`src/rtl/aes_pkg.sv`:
```
// Shared definitions for the AES-256-CBC ingress padder: key/block geometry and padder states.
// AES256_KEY_LENGTH and AES_BLOCK_SIZE can be overridden from the build before this file.
`ifndef AES256_KEY_LENGTH
`define AES256_KEY_LENGTH 256
`endif
`ifndef AES_BLOCK_SIZE
`define AES_BLOCK_SIZE 128
`endif

package aes_pkg;

    localparam int KEY_BEATS       = 4;
    localparam int IV_BEATS        = 2;
    localparam int BEATS_PER_BLOCK = 2;

    typedef enum logic [3:0] {
        ST_KEY  = 4'b0001,
        ST_IV   = 4'b0010,
        ST_DATA = 4'b0100,
        ST_PAD  = 4'b1000
    } pad_state_e;

    // Bytes of PKCS#7 padding needed to close the current block; a block that
    // ends exactly full still gets a whole extra block of 16.
    function automatic logic [4:0] pkcs7_pad_len(input logic half, input logic [3:0] k);
        logic [4:0] len;
        len = 5'd16 - {1'b0, half, 3'b000} - {1'b0, k};
        if (len == 5'd0) begin
            len = 5'd16;
        end
        return len;
    endfunction

endpackage

```
`src/rtl/aes_pkcs7_beat_fill.sv`:
```
// Fills the unused upper bytes of a partial last beat with the PKCS#7 pad value.
// With AES_PAD_ERR_CHECK_EN it also reports whether tkeep is contiguous from the LSB.
module aes_pkcs7_beat_fill (
    input  logic [63:0] data_i,
    input  logic [7:0]  keep_i,
    input  logic [4:0]  pad_n_i,
    output logic [63:0] data_o,
    output logic [3:0]  k_o
`ifdef AES_PAD_ERR_CHECK_EN
    ,
    output logic        contig_o
`endif
);

    always_comb begin
        k_o = '0;
        for (int i = 0; i < 8; i++) begin
            k_o = k_o + {3'b000, keep_i[i]};
        end
    end

    // Positions at or above the byte count take the pad value, regardless of tkeep shape.
    always_comb begin
        data_o = data_i;
        for (int i = 0; i < 8; i++) begin
            if (4'(i) >= k_o) begin
                data_o[8*i +: 8] = {3'b000, pad_n_i};
            end
        end
    end

`ifdef AES_PAD_ERR_CHECK_EN
    logic [7:0] keep_inc;

    // A mask of the form 2^k-1 has no bit in common with itself plus one.
    assign keep_inc = keep_i + 8'd1;
    assign contig_o = ((keep_i & keep_inc) == 8'd0);
`endif

endmodule

```
`src/rtl/aes256_cbc_pkcs7_padder.sv`:
```
// AXI-Stream framer ahead of the AES-256-CBC core: passes key/IV/payload, appends PKCS#7 padding when encrypting.
// Define AES_PAD_ERR_CHECK_EN to add the sticky Err output for malformed input framing.
module aes256_cbc_pkcs7_padder
    import aes_pkg::*;
#(
    parameter int AXIS_WIDTH = 64,
    parameter int KEY_LENGTH = `AES256_KEY_LENGTH,
    parameter int BLOCK_SIZE = `AES_BLOCK_SIZE
) (
    input  logic                    Clk,
    input  logic                    Rst,
    input  logic                    S_axis_tvalid,
    output logic                    S_axis_tready,
    input  logic [AXIS_WIDTH-1:0]   S_axis_tdata,
    input  logic [AXIS_WIDTH/8-1:0] S_axis_tkeep,
    input  logic                    S_axis_tlast,
    input  logic                    S_axis_tuser,
    output logic                    M_axis_tvalid,
    input  logic                    M_axis_tready,
    output logic [AXIS_WIDTH-1:0]   M_axis_tdata,
    output logic [AXIS_WIDTH/8-1:0] M_axis_tkeep,
    output logic                    M_axis_tlast,
    output logic                    M_axis_tuser
`ifdef AES_PAD_ERR_CHECK_EN
    ,
    output logic                    Err
`endif
);

    if (AXIS_WIDTH != 64) begin : g_bad_width
        $error("aes256_cbc_pkcs7_padder supports only AXIS_WIDTH = 64");
    end
    if ((KEY_LENGTH / AXIS_WIDTH != KEY_BEATS) || (BLOCK_SIZE / AXIS_WIDTH != BEATS_PER_BLOCK)) begin : g_bad_geom
        $error("aes256_cbc_pkcs7_padder key/block geometry does not match the beat counts");
    end

    pad_state_e state_q;
    logic [1:0] beat_cnt_q;
    logic       mode_q;
    logic       half_q;
    logic [4:0] pad_n_q;
    logic [1:0] pad_left_q;

    logic                  s_xfer;
    logic [3:0]            last_k;
    logic [4:0]            pad_n_d;
    logic [1:0]            extra_d;
    logic [AXIS_WIDTH-1:0] fill_data;
`ifdef AES_PAD_ERR_CHECK_EN
    logic                  keep_contig;
    logic                  err_q;
`endif

    aes_pkcs7_beat_fill u_fill (
        .data_i   (S_axis_tdata),
        .keep_i   (S_axis_tkeep),
        .pad_n_i  (pad_n_d),
        .data_o   (fill_data),
        .k_o      (last_k)
`ifdef AES_PAD_ERR_CHECK_EN
        ,
        .contig_o (keep_contig)
`endif
    );

    assign s_xfer = S_axis_tvalid && S_axis_tready;

    // Extra whole pad beats after the last payload beat: none if it closes a
    // block with room left, one to finish a half block, two for a full block.
    always_comb begin
        pad_n_d = pkcs7_pad_len(half_q, last_k);
        if (!half_q) begin
            extra_d = 2'd1;
        end else if (last_k == 4'd8) begin
            extra_d = 2'd2;
        end else begin
            extra_d = 2'd0;
        end
    end

    always_comb begin
        S_axis_tready = 1'b0;
        M_axis_tvalid = 1'b0;
        M_axis_tdata  = S_axis_tdata;
        M_axis_tlast  = 1'b0;
        M_axis_tuser  = 1'b0;
        if (!Rst) begin
            unique case (state_q)
                ST_KEY: begin
                    S_axis_tready = M_axis_tready;
                    M_axis_tvalid = S_axis_tvalid;
                    M_axis_tuser  = (beat_cnt_q == 2'd0) ? S_axis_tuser : mode_q;
                end
                ST_IV: begin
                    S_axis_tready = M_axis_tready;
                    M_axis_tvalid = S_axis_tvalid;
                    M_axis_tuser  = mode_q;
                end
                ST_DATA: begin
                    S_axis_tready = M_axis_tready;
                    M_axis_tvalid = S_axis_tvalid;
                    M_axis_tuser  = mode_q;
                    if (S_axis_tlast) begin
                        if (mode_q) begin
                            M_axis_tdata = fill_data;
                            M_axis_tlast = (extra_d == 2'd0);
                        end else begin
                            M_axis_tlast = 1'b1;
                        end
                    end
                end
                ST_PAD: begin
                    M_axis_tvalid = 1'b1;
                    M_axis_tdata  = {(AXIS_WIDTH/8){{3'b000, pad_n_q}}};
                    M_axis_tlast  = (pad_left_q == 2'd1);
                    M_axis_tuser  = mode_q;
                end
                default: begin
                    S_axis_tready = 1'b0;
                end
            endcase
        end
        M_axis_tkeep = M_axis_tvalid ? '1 : '0;
    end

    always_ff @(posedge Clk) begin
        if (Rst) begin
            state_q    <= ST_KEY;
            beat_cnt_q <= '0;
            mode_q     <= 1'b0;
            half_q     <= 1'b0;
            pad_n_q    <= '0;
            pad_left_q <= '0;
        end else begin
            unique case (state_q)
                ST_KEY: begin
                    if (s_xfer) begin
                        if (beat_cnt_q == 2'd0) begin
                            mode_q <= S_axis_tuser;
                        end
                        if (beat_cnt_q == 2'(KEY_BEATS - 1)) begin
                            beat_cnt_q <= '0;
                            state_q    <= ST_IV;
                        end else begin
                            beat_cnt_q <= beat_cnt_q + 2'd1;
                        end
                    end
                end
                ST_IV: begin
                    if (s_xfer) begin
                        if (beat_cnt_q == 2'(IV_BEATS - 1)) begin
                            beat_cnt_q <= '0;
                            half_q     <= 1'b0;
                            // An empty encrypt payload still needs one full pad block.
                            if (S_axis_tlast && mode_q) begin
                                state_q    <= ST_PAD;
                                pad_n_q    <= 5'd16;
                                pad_left_q <= 2'd2;
                            end else begin
                                state_q <= ST_DATA;
                            end
                        end else begin
                            beat_cnt_q <= beat_cnt_q + 2'd1;
                        end
                    end
                end
                ST_DATA: begin
                    if (s_xfer) begin
                        half_q <= ~half_q;
                        if (S_axis_tlast) begin
                            if (mode_q && (extra_d != 2'd0)) begin
                                state_q    <= ST_PAD;
                                pad_n_q    <= pad_n_d;
                                pad_left_q <= extra_d;
                            end else begin
                                state_q <= ST_KEY;
                                half_q  <= 1'b0;
                            end
                        end
                    end
                end
                ST_PAD: begin
                    if (M_axis_tready) begin
                        if (pad_left_q <= 2'd1) begin
                            state_q <= ST_KEY;
                        end
                        pad_left_q <= pad_left_q - 2'd1;
                    end
                end
                default: begin
                    state_q <= ST_KEY;
                end
            endcase
        end
    end

`ifdef AES_PAD_ERR_CHECK_EN
    always_ff @(posedge Clk) begin
        if (Rst) begin
            err_q <= 1'b0;
        end else if (s_xfer) begin
            unique case (state_q)
                ST_KEY: begin
                    if (S_axis_tlast) begin
                        err_q <= 1'b1;
                    end
                end
                ST_IV: begin
                    if (S_axis_tlast && (beat_cnt_q == 2'd0)) begin
                        err_q <= 1'b1;
                    end
                end
                ST_DATA: begin
                    // Ciphertext must be whole blocks: last beat on the odd word and full.
                    if (!keep_contig || (S_axis_tkeep == '0)
                        || (!S_axis_tlast && (S_axis_tkeep != '1))
                        || (S_axis_tlast && !mode_q && (!half_q || (last_k != 4'd8)))) begin
                        err_q <= 1'b1;
                    end
                end
                default: begin
                    err_q <= err_q;
                end
            endcase
        end
    end

    assign Err = err_q;
`endif

endmodule

```
`config.mk`:
```
export PLATFORM = sky130hd
export DESIGN_NAME = aes256_cbc_pkcs7_padder
export DESIGN_NICKNAME = d
export VERILOG_FILES = /design/src/rtl/aes_pkg.sv /design/src/rtl/aes_pkcs7_beat_fill.sv /design/src/rtl/aes256_cbc_pkcs7_padder.sv
export SDC_FILE = /design/constraint.sdc
export NUM_CORES = 1
export LEC_CHECK = 0
export ABC_CLOCK_PERIOD_IN_PS = 7000
export CELL_PAD_IN_SITES_DETAIL_PLACEMENT = 2
export CELL_PAD_IN_SITES_GLOBAL_PLACEMENT = 2
export CORE_MARGIN = 4
export CORE_UTILIZATION = 20
export DETAILED_ROUTE_END_ITERATION = 10
export PLACE_DENSITY = 0.89
export SYNTH_ARGS = -nofsm -noshare
export SYNTH_HDL_FRONTEND = slang
export SYNTH_SLANG_ARGS = --single-unit
```
`constraint.sdc`:
```
create_clock -name Clk -period 7 [get_ports Clk]
set_input_delay 1.05 -clock Clk [delete_from_list [all_inputs] [get_ports Clk]]
set_output_delay 1.05 -clock Clk [all_outputs]
set_load 0.01 [all_outputs]
```
==> parameters.txt, run 1 <==
Parameter                              Value

Pwr
  Internal    0.444 mW
  Switch Pwr    0.389 mW
  Cell area power density    185 nW/um2
  Clock power frac    13.8%
  Leakage component of the power    1.63 nW
  Comb pwr share    69.3%
  Flop pwr share    17.0%
  Design Power    0.833 mW
  Net switching fraction of the power    46.7%
  Largest voltage drop on the vdd net    0.000101 V

Finish
  Area of the multi-input gates    2130 um2
  Area overhead of the layout relative to synthesis    69.0%
  Final #Nets    601
  Proportion of layout cells with a drive suffix above 1    9.50%
  Diode count    0
  Cell area after layout    4500 um2
  Core utilization of the finished layout    35.1%
  Final Instance Count excl. Fillers    677
  Reg area    300 um2
  Count of filler cells inserted in the layout    1440

Placed design
  Pre-CTS setup slack    -0.0451 ns
  Half-perimeter wire length after detailed placement    12300 um
  IO buf count    153
  Dpl cells    673
  Final GP Congestion    0.815
  Placed cell areas    4370 um2

Global routing
  Maximum number of pins on one net before global-route repair    31
  Grt ovf    0
  Initial antenna violation count    0
  Combined global-route utilization of all metal layers    18.3%
  Via count of the first global-routing pass    3844
  Global-route wire length before repair    21800 um

Synth
  Share of cell area taken by muxes after synthesis    1.92%
  Dominant cells by area after synthesis    dfxtp_1 11%, a221o_1 7.9%, and2_1 6.8%, ha_1 6.1%, nor2_1 5.1%
  Async SR Flop Fraction    0%
  Register area share after synthesis    11.3%
  Number of flops mapped to enable cells by yosys    0
  Top-area cell type share of the netlist area    11.3%
  Synth Area in Adders    9.11%
  Average cell area after synthesis    7.42 um2
  Basic-gate share of the synthesized area counting and, or, nand and nor cells    30.6%
  Fraction of the mapped netlist area in compound gates    34.4%
  Yosys warning count    0
  Cell type with the largest total area after synthesis    dfxtp_1
  Mapped Nets    454
  Count of distinct cell types in the synthesized netlist    69
  Dominant register cell in the synthesized netlist    dfxtp_1
  #FFs+latches synth    15
  Summed instance area of the synthesized netlist    2670 um2
  Cells after Synth    359
  Combinational family with the most area after synthesis    compound AO/OA/AOI/OAI gates
  Xor and xnor fraction of the mapped netlist area    2.30%

STA
  Time the final worst path needs with I/O delays and setup    6.81 ns
  Slew @ Worst Pin    0.964 ns
  Max-slew violations    0
  Worst hold slack    0.497 ns
  Final TNS setup    0 ns
  Maximum clock rate    0.147 GHz
  Crit share post-route    97.3%
  Slack of the critical path    0.190 ns
  Remaining max-slew budget at the tightest pin    34.8%
  Clock skew    0.00115 ns
  Final hold vios    0
  Endpoints failing setup    0

Critical path
  Cell type group with the largest total delay on the critical path    adder cells
  Buffers & Inverters on Critical Path    6
  Arrival time at the worst endpoint    5.76 ns
  Reg2Reg Capture Point    state_q[1]
  Worst reg2reg path startpoint    state_q[1]
  Worst Path Required    5.95 ns
  CP peak stage delay    0.58 ns
  Max stage delay cell, worst path    clkdlybuf4s50_1
  Most repeated library cell on the critical path    inv_1
  Maximum fanout along the worst path    6
  Endpoint class of the critical path    output port
  Count of cells along the worst register-to-register path    5
  Setup slack of the most critical reg-to-reg path    4.24 ns
  Nature of the critical path startpoint    input pin
  Cells along the critical path    clkdlybuf4s50_1, ha_1, inv_1, fa_1, fa_1, fa_2, nor2b_2, o21a_1, inv_1, ha_2, inv_1, ha_1, xnor2_1, buf_4, nor3_2, a221o_1, clkdlybuf4s50_1
  Class of the most critical setup path    in2out

Min path
  Number of cells on the worst hold path    2
  Hold-critical path endpoint    pad_n_q[1]
  Worst hold-check path type    reg2reg
  Hold path startpoint    pad_n_q[1]

Clock tree
  Number of buffers inserted by post-CTS setup repair    0
  TritonCTS clock tree    done
  Clock Latency Late Sink    0.25 ns
  Depth of the CTS H-tree    1
  Clock transition time at the flip-flop clock pins of the worst setup and hold paths    0.05 ns
  Maximum clock path buffer count    2
  Number of buffers created by CTS    3
  CTS Root Buffer Type    clkbuf_16
  Sinks on the clock net    15

Drt
  Remaining routing DRC violations    0
  WL final    14900 um
  Detailed router's first-iteration violation count    119
  Post-detailed-route wirelength per cell    21.9 um
  Iteration count of the initial detailed-routing pass    4
  Via/cell ratio    5.19
  Total number of vias    3514
  Post-DRT Antenna Nets    0

Status
  Status    completed

Floorplanning
  Die Area    15200 um2
  Vertical die dimension    123 um
  Floorplan Core Area    12800 um2
  Floorplan row count    41
  Die extent in x    123 um
  I/O pin total    154
  Initial standard-cell utilization of the core    20.8%

Run
  Number of violations of the max-capacitance limit    0
-- tightest hold or removal path, stage by stage, from the launching register on --
cell and delay (ns):
dfxtp_1 0.31, o21ai_0 0.08, a21oi_1 0.06
-- layout make-up --
cell class / count / share of cell area [%]
Multi-Input combinational cell: 287 / 47.2
Timing Repair Buffer: 171 / 37.2
Sequential cell: 15 / 6.67
Tap cell: 172 / 4.78
Inverter: 28 / 2.33
Clock buffer: 4 / 1.75
-- worst max-delay path by stage --
stage	from	end	slack (ns)	cells after the start
floorplan	S_axis_tkeep[0]	M_axis_tdata[32]	0.97	14
global placement	S_axis_tkeep[0]	M_axis_tdata[40]	0.23	19
detailed placement	S_axis_tkeep[0]	M_axis_tdata[11]	-0.05	17
CTS	S_axis_tkeep[0]	M_axis_tdata[52]	0.008	18
global route	S_axis_tkeep[0]	M_axis_tdata[4]	-0.01	18
finish	S_axis_tkeep[1]	M_axis_tdata[11]	0.19	17
-- synth_stat cells, types with 4 or more instances --
master    number
a211oi_1       4
ha_1          13
buf_4         11
buf_2          6
fa_1           4
a21oi_1       23
a221o_1       21
nor2_1        36
a21o_1         5
xnor2_1        6
nor2b_1        5
clkbuf_1       9
nand2_1       25
and2_1        29
o21ai_0       13
o31ai_1        8
mux2i_1        4
nor3_1         6
dfxtp_1       15
a211o_1        4
or4_1          4
inv_1         27
-- kinds of logic after synthesis --
kind of cell	after synthesis
compound gates	118
simple gates	140
flops	15
buf+inv	57
fa+ha+maj	17
xor+xnor	7
mux	5
-- power by group through the flow --
| stage | clock, mW | combinational (mW) | sequential [mW] |
|---|---|---|---|
| after global routing | 0.120 | 0.623 | 0.146 |
| after CTS | 0.117 | 0.572 | 0.141 |
| final | 0.115 | 0.577 | 0.141 |
| after detailed placement | 0 | 0.565 | 0.142 |
| after global placement | 0 | 0.537 | 0.137 |
| after floorplan | 0 | 0.361 | 0.107 |
-- flip-flops by register name, indices dropped and copies added, names as in the netlist --
register / cells
pad_n_q: 5
mode_q: 1
state_q: 4
beat_cnt_q: 2
pad_left_q: 2
half_q: 1
-- layer usage --
layer	part of all wire (%)	vias up	global-route usage [%]	wire length (um)
li1	-	1628	-	-
met3	8.2	14	4.35	1220
met2	52	147	34.7	7660
met1	39	1725	20.5	5740
met5	0	-	0	0
met4	1.6	0	4.08	242
-- placed cells by master (no fill, tap or decap), drive strengths merged, types with 5 or more instances in the layout --
master	instances
inv	28
dfxtp	15
ha	13
xnor2	6
nor2	36
and2	29
a221o	21
a21oi	23
o21ai	17
nor3	6
a21o	5
clkdlybuf4s50	149
nand2	25
nor2b	5
buf	18
nor4	5
o31ai	8
-- repair_timing --
| action | 4_1_cts | 5_1_grt |
|---|---|---|
| resized for setup | 2 | 13 |
| hold buffers | 0 | 0 |
| setup endpoints to repair | 2 | 27 |
Power figures use the tool's default switching activity.
==> inputs of run 2 (changes only) <==
--- a/config.mk
+++ b/config.mk
@@ -11,7 +11,7 @@
 export CORE_MARGIN = 4
 export CORE_UTILIZATION = 20
 export DETAILED_ROUTE_END_ITERATION = 10
-export PLACE_DENSITY = 0.89
+export PLACE_DENSITY = 0.85
 export SYNTH_ARGS = -nofsm -noshare
 export SYNTH_HDL_FRONTEND = slang
 export SYNTH_SLANG_ARGS = --single-unit
==> run 2 against run 1 <==
Net effect: setup slack improved by 0.044 ns; non-clock buffer count is 2 higher; final cell count up 0.30%; combinational power rose by 2%; power grew 1.3%; sequential share of layout area about the same; critical path depth is 3 lower; hold slack got worse by 0.0022 ns; global-route usage down 0.45 points; die area is the same.
==> parameters.txt, run 2 (synthesis results as in run 1) <==
Parameter                              Value

Status
  Status    completed (unchanged)

Clock tree
  TritonCTS clock tree    done (unchanged)
  Depth of the CTS H-tree    1 (unchanged)
  Number of buffers created by CTS    3 (unchanged)
  Cts hold-fix bufs    0 (unchanged)
  CTS Root Buffer Type    clkbuf_16 (unchanged)
  Sinks on the clock net    15 (unchanged)
  Maximum clock path buffer count    2 (unchanged)
  Clock Latency Late Sink    0.25 ns (about the same)
  Clock transition time at the flip-flop clock pins of the worst setup and hold paths    0.05 ns (about the same)

Run
  Number of violations of the max-capacitance limit    0 (unchanged)

Finish
  Area overhead of the layout relative to synthesis    69.2% (was 69.0%)
  Final #Nets    603 (was 601)
  Count of filler cells inserted in the layout    1485 (was 1440)
  Diode count    0 (unchanged)
  Number of flip-flops in the largest register    5 (unchanged)
  Biggest register    pad_n_q (unchanged)
  Commonest cells after routing, fill and taps aside    152 x clkdlybuf4s50_1, 35 x nor2_1, 28 x and2_1, 27 x inv_1, 25 x nand2_1 (was 149 x clkdlybuf4s50_1, 36 x nor2_1, 28 x and2_1, 27 x inv_1, 25 x nand2_1)
  Core utilization of the finished layout    35.2% (was 35.1%)
  Proportion of layout cells with a drive suffix above 1    9.86% (was 9.50%)
  Final Instance Count excl. Fillers    679 (was 677)
  Biggest regs    pad_n_q x5, state_q x4 (unchanged)
  Most common cell after layout, fill and taps aside    clkdlybuf4s50_1 (unchanged)

STA
  Setup repair after global routing missed its margin    no
  Endpoints failing setup    0 (unchanged)
  Remaining max-slew budget at the tightest pin    40.4% (was 34.8%)
  Final hold vios    0 (unchanged)
  Maximum clock rate    0.148 GHz (was 0.147 GHz)
  Final TNS setup    0 ns (unchanged)
  Crit share post-route    96.7% (was 97.3%)
  Slew @ Worst Pin    0.882 ns (was 0.964 ns)
  Time the final worst path needs with I/O delays and setup    6.77 ns (was 6.81 ns)
  Worst hold slack    0.495 ns (was 0.497 ns)
  Max-slew violations    0 (unchanged)
  Clock skew    0.00312 ns (was 0.00115 ns)

Placed design
  Final GP Congestion    0.834 (was 0.815)
  Half-perimeter wire length after detailed placement    12000 um (was 12300 um)
  IO buf count    153 (unchanged)
  Dpl cells    675 (was 673)

Min path
  Worst hold-check path type    reg2reg (unchanged)
  Hold-critical path endpoint    pad_n_q[2] (was pad_n_q[1])
  Hold path startpoint    pad_n_q[2] (was pad_n_q[1])
  Number of cells on the worst hold path    2 (unchanged)

Global routing
  Initial antenna violation count    0 (unchanged)
  Maximum number of pins on one net before global-route repair    20 (was 31)
  Via count of the first global-routing pass    3826 (was 3844)
  Combined global-route utilization of all metal layers    17.8% (was 18.3%)
  Grt ovf    0 (unchanged)
  Global-route wire length before repair    21500 um (was 21800 um)

Critical path
  Setup slack of the most critical reg-to-reg path    4.21 ns (was 4.24 ns)
  Reg2Reg Capture Point    state_q[1] (unchanged)
  Endpoint class of the critical path    output port (unchanged)
  Nature of the critical path startpoint    input pin (unchanged)
  Class of the most critical setup path    in2out (unchanged)
  Worst Path Required    5.95 ns (about the same)
  Arrival time at the worst endpoint    5.72 ns (was 5.76 ns)
  Count of cells along the worst register-to-register path    5 (unchanged)
  Maximum fanout along the worst path    6 (unchanged)
  Worst reg2reg path startpoint    state_q[1] (unchanged)

Floorplanning
  Die extent in x    123 um (unchanged)
  I/O pin total    154 (unchanged)
  Floorplan row count    41 (unchanged)
  Die Area    15200 um2 (unchanged)
  Floorplan Core Area    12800 um2 (unchanged)
  Initial standard-cell utilization of the core    20.8% (unchanged)
  Vertical die dimension    123 um (unchanged)

Drt
  Total number of vias    3512 (was 3514)
  WL final    14500 um (was 14900 um)
  Iteration count of the initial detailed-routing pass    4 (unchanged)
  Detailed router's first-iteration violation count    163 (was 119)
  Post-detailed-route wirelength per cell    21.4 um (was 21.9 um)
  Via/cell ratio    5.17 (was 5.19)
  Remaining routing DRC violations    0 (unchanged)
  Post-DRT Antenna Nets    0 (unchanged)

Pwr
  Largest voltage drop on the vdd net    0.0000611 V (was 0.000101 V)
  Design Power    0.844 mW (was 0.833 mW)
  Cell area power density    187 nW/um2 (was 185 nW/um2)
  Leakage component of the power    1.62 nW (was 1.63 nW)
-- run 2: cell count changes in the layout (fill, tap and decap cells not counted), sizes merged --
cell           previous run  this run
dlygate4sd2               0         1
clkdlybuf4s50           149       152
dlymetal6s2s              4         0
clkbuf                    4         3
clkinv                    0         1
buf                      18        20
-- run 2: what timing repair did --
item | CTS | global route
resized for setup | 3 | 9
endpoints found under the setup margin | 2 | 30
setup buffers | 0 | 0
-- run 2: how the worst max path moves through the flow --
stage	end	start	slack [ns]
finish	M_axis_tdata[51]	S_axis_tkeep[0]	0.23
floorplan	M_axis_tdata[32]	S_axis_tkeep[0]	0.97
global route	M_axis_tdata[51]	S_axis_tkeep[0]	0.02
global placement	M_axis_tdata[51]	S_axis_tkeep[0]	0.19
CTS	M_axis_tdata[36]	S_axis_tkeep[0]	0.05
detailed placement	M_axis_tdata[32]	S_axis_tkeep[0]	0.02
-- run 2: per-layer routing --
metal  global-route usage (%)  wire (um)
met5                        0          0
met4                     3.25        148
met2                     33.5       7380
met3                     3.52       1190
met1                     21.0       5810
-- run 2: metrics by stage --
step	area, um2	worst slack, ns
floorplan	2670	0.968
global placement	4390	0.194
detailed placement	4390	0.0165
CTS	4470	0.0488
global route	4510	0.0231
finish	4510	0.234
-- run 2: layout make-up --
cell class | instances | area (um2) | share of cell area [%]
Clock buffer | 3 | 75.1 | 1.66
Clock inverter | 1 | 5.00 | 0.111
Inverter | 28 | 105 | 2.33
Multi-Input combinational cell | 287 | 2130 | 47.2
Sequential cell | 15 | 300 | 6.66
Tap cell | 172 | 215 | 4.77
Timing Repair Buffer | 173 | 1680 | 37.3
-- run 2: where the power goes --
| part | internal, mW | total, mW | switching, mW |
|---|---|---|---|
| clock network | 0.0765 | 0.115 | 0.0385 |
| registers | 0.0981 | 0.141 | 0.0431 |
| logic | 0.277 | 0.588 | 0.311 |
| total | 0.451 | 0.844 | 0.393 |
-- run 2: worst max-delay path, stage by stage --
cell             delay (ns)
clkdlybuf4s50_1        0.40
ha_1                   0.29
inv_1                  0.05
fa_1                   0.50
fa_1                   0.44
fa_2                   0.38
fa_1                   0.43
xnor2_2                0.19
inv_2                  0.06
ha_1                   0.33
xnor2_1                0.55
nor2_1                 0.15
a221o_1                0.39
clkdlybuf4s50_1        0.50
==> inputs of run 3 (changes only) <==
--- a/config.mk
+++ b/config.mk
@@ -6,12 +6,14 @@
 export NUM_CORES = 1
 export LEC_CHECK = 0
 export ABC_CLOCK_PERIOD_IN_PS = 7000
+export CAP_MARGIN = 40
 export CELL_PAD_IN_SITES_DETAIL_PLACEMENT = 2
 export CELL_PAD_IN_SITES_GLOBAL_PLACEMENT = 2
 export CORE_MARGIN = 4
 export CORE_UTILIZATION = 20
 export DETAILED_ROUTE_END_ITERATION = 10
 export PLACE_DENSITY = 0.85
+export SLEW_MARGIN = 10
 export SYNTH_ARGS = -nofsm -noshare
 export SYNTH_HDL_FRONTEND = slang
 export SYNTH_SLANG_ARGS = --single-unit
==> constraint.sdc (replaced) <==
create_clock -name Clk -period 7 [get_ports Clk]
set_input_delay 1.05 -clock Clk [delete_from_list [all_inputs] [get_ports Clk]]
set_output_delay 1.05 -clock Clk [all_outputs]
set_load 0.02 [all_outputs]
==> run 3 against run 2 <==
Net effect: sequential power about the same; hold slack lost 0.011 ns; setup slack lost 0.055 ns; sequential share of layout area fell by 0.053 points; largest cell class unchanged.
==> parameters.txt, run 3 (synthesis results as in run 1) <==
Parameter                              Value

Status
  Status    completed (unchanged)

Pwr
  Largest voltage drop on the vdd net    0.0000873 V (was 0.0000611 V)
  Switch Pwr    0.427 mW (was 0.393 mW)
  Design Power    0.882 mW (was 0.844 mW)
  Net switching fraction of the power    48.5% (was 46.5%)
  Comb pwr share    70.6% (was 69.7%)
  Clock power frac    13.4% (was 13.6%)
  Leakage component of the power    1.74 nW (was 1.62 nW)
  Flop pwr share    15.9% (was 16.7%)
  Cell area power density    194 nW/um2 (was 187 nW/um2)
  Internal    0.454 mW (was 0.451 mW)

Global routing
  Via count of the first global-routing pass    3904 (was 3826)
  Maximum number of pins on one net before global-route repair    31 (was 20)
  Global-route wire length before repair    22000 um (was 21500 um)
  Initial antenna violation count    0 (unchanged)
  Grt ovf    0 (unchanged)
  Combined global-route utilization of all metal layers    18.3% (was 17.8%)

Clock tree
  Maximum clock path buffer count    2 (unchanged)
  Number of buffers inserted by post-CTS setup repair    0 (unchanged)
  Number of buffers created by CTS    3 (unchanged)
  CTS Root Buffer Type    clkbuf_16 (unchanged)
  Clock transition time at the flip-flop clock pins of the worst setup and hold paths    0.05 ns (about the same)
  Sinks on the clock net    15 (unchanged)
  Depth of the CTS H-tree    1 (unchanged)
  TritonCTS clock tree    done (unchanged)
  Cts hold-fix bufs    0 (unchanged)
  Clock Latency Late Sink    0.25 ns (about the same)

Critical path
  Arrival time at the worst endpoint    5.77 ns (was 5.72 ns)
  Cell type group with the largest total delay on the critical path    adder cells (unchanged)
  Worst Path Required    5.95 ns (about the same)
  CP peak stage delay    0.64 ns (was 0.55 ns)
  Reg2Reg Capture Point    state_q[1] (unchanged)
  Max stage delay cell, worst path    clkdlybuf4s50_1 (was xnor2_1)
  Cells along the critical path    clkdlybuf4s50_1, ha_1, inv_1, fa_1, fa_1, fa_1, fa_1, ha_1, buf_4, xnor2_1, or4_1, a21oi_1, a21o_1, clkdlybuf4s50_1 (was clkdlybuf4s50_1, ha_1, inv_1, fa_1, fa_1, fa_2, fa_1, xnor2_2, inv_2, ha_1, xnor2_1, nor2_1, a221o_1, clkdlybuf4s50_1)
  Most repeated library cell on the critical path    fa_1 (unchanged)
  Class of the most critical setup path    in2out (unchanged)
  Count of cells along the worst register-to-register path    5 (unchanged)
  Nature of the critical path startpoint    input pin (unchanged)
  Endpoint class of the critical path    output port (unchanged)
  Buffers & Inverters on Critical Path    4 (unchanged)
  Setup slack of the most critical reg-to-reg path    4.25 ns (was 4.21 ns)
  Maximum fanout along the worst path    6 (unchanged)
  Worst reg2reg path startpoint    state_q[1] (unchanged)

STA
  Endpoints failing setup    0 (unchanged)
  Time the final worst path needs with I/O delays and setup    6.82 ns (was 6.77 ns)
  Slew @ Worst Pin    0.776 ns (was 0.882 ns)
  Clock skew    0.00141 ns (was 0.00312 ns)
  Crit share post-route    97.4% (was 96.7%)
  Maximum clock rate    0.147 GHz (was 0.148 GHz)
  Max-slew violations    0 (unchanged)
  Remaining max-slew budget at the tightest pin    48.3% (was 40.4%)
  Final hold vios    0 (unchanged)
  Final TNS setup    0 ns (unchanged)

Floorplanning
  Floorplan Core Area    12800 um2 (unchanged)
  Die extent in x    123 um (unchanged)
  Die Area    15200 um2 (unchanged)
  Initial standard-cell utilization of the core    20.8% (unchanged)
  Vertical die dimension    123 um (unchanged)
  Floorplan row count    41 (unchanged)
  I/O pin total    154 (unchanged)

Min path
  Worst hold-check path type    reg2reg (unchanged)
  Hold-critical path endpoint    pad_n_q[1] (was pad_n_q[2])
  Hold path startpoint    pad_n_q[1] (was pad_n_q[2])
  Number of cells on the worst hold path    2 (unchanged)

Drt
  Total number of vias    3575 (was 3512)
  Via/cell ratio    5.23 (was 5.17)
  Post-DRT Antenna Nets    0 (unchanged)
  Post-detailed-route wirelength per cell    21.4 um (about the same)
  Iteration count of the initial detailed-routing pass    4 (unchanged)
  Detailed router's first-iteration violation count    124 (was 163)
  Remaining routing DRC violations    0 (unchanged)
  WL final    14600 um (was 14500 um)

Finish
  Area overhead of the layout relative to synthesis    70.6% (was 69.2%)
  Final #Nets    607 (was 603)
  Most common cell after layout, fill and taps aside    clkdlybuf4s50_1 (unchanged)
  Cell area after layout    4550 um2 (was 4510 um2)
  Diode count    0 (unchanged)
  Proportion of layout cells with a drive suffix above 1    9.39% (was 9.86%)
  Number of flip-flops in the largest register    5 (unchanged)
  Commonest cells after routing, fill and taps aside    141 x clkdlybuf4s50_1, 36 x nor2_1, 28 x and2_1, 27 x inv_1, 25 x nand2_1 (was 152 x clkdlybuf4s50_1, 35 x nor2_1, 28 x and2_1, 27 x inv_1, 25 x nand2_1)
  Biggest register    pad_n_q (unchanged)
  Biggest regs    pad_n_q x5, state_q x4 (unchanged)

Placed design
  IO buf count    153 (unchanged)
  Final GP Congestion    0.828 (was 0.834)
  Placed cell areas    4410 um2 (was 4390 um2)
  Half-perimeter wire length after detailed placement    12100 um (was 12000 um)

Run
  Number of violations of the max-capacitance limit    0 (unchanged)
run 3: cell count changes in the layout (fill, tap and decap cells not counted), moves of 2 or more:
cell and change:
buf_4 +3, clkdlybuf4s50_1 -11, dlymetal6s2s_1 +11, ha_1 +2
run 3: worst max-delay path by stage:
stage,from,cells past startpoint,end
after floorplan,S_axis_tkeep[0],14,M_axis_tdata[32]
after global placement,S_axis_tkeep[0],14,M_axis_tdata[51]
after detailed placement,S_axis_tkeep[0],19,M_axis_tdata[32]
after CTS,S_axis_tkeep[0],18,M_axis_tdata[36]
after global routing,S_axis_tkeep[0],18,M_axis_tdata[4]
final,S_axis_tkeep[0],14,M_axis_tdata[34]
run 3: power groups by stage:
stage | Clock [mW] | Sequential, mW | Combinational (mW)
after floorplan | 0 | 0.107 | 0.394
after global placement | 0 | 0.138 | 0.578
after detailed placement | 0 | 0.142 | 0.608
after CTS | 0.120 | 0.141 | 0.611
after global routing | 0.125 | 0.146 | 0.673
final | 0.118 | 0.141 | 0.623
run 3: worst reg2reg max path, delay by kind of cell, from the launching register on:
family / cells / cell delay [ns]
and+or+nand+nor: 1 / 0.39
DFF: 1 / 0.76
xor gates and xnor gates: 1 / 0.33
muxes: 1 / 0.35
AOI/OAI and AO/OA: 2 / 0.81
run 3: stage by stage:
step	instances	setup slack [ns]	hold WS, ns	utilization, %
2_1_floorplan	359	0.755	0.450	-
3_3_place_gp	678	0.156	0.468	34.4
3_5_place_dp	678	0.00708	0.483	34.4
4_1_cts	682	0.0169	0.490	35.0
5_1_grt	683	-0.00509	0.530	35.4
6_report	683	0.179	0.484	35.4
run 3: final cells by class:
| class | count | area, um2 |
|---|---|---|
| fill | 1467 | 8280 |
| multi-input combinational | 287 | 2110 |
| timing repair buffer | 177 | 1740 |
| sequential | 15 | 300 |
| tap | 172 | 215 |
| inverter | 28 | 105 |
| clock buffer | 4 | 78.8 |
run 3: timing repair:
item	4_1_cts	5_1_grt
pin swaps	0	0
gates resized for setup	1	17
setup endpoints to repair	1	21
run 3: routing by layer:
metal / vias to the layer above / wire length, um / global-route usage (%)
met5: - / 0 / 0
met1: 1780 / 5840 / 21.7
met4: 0 / 261 / 4.15
met3: 15 / 1070 / 3.29
li1: 1639 / - / -
met2: 141 / 7420 / 33.8
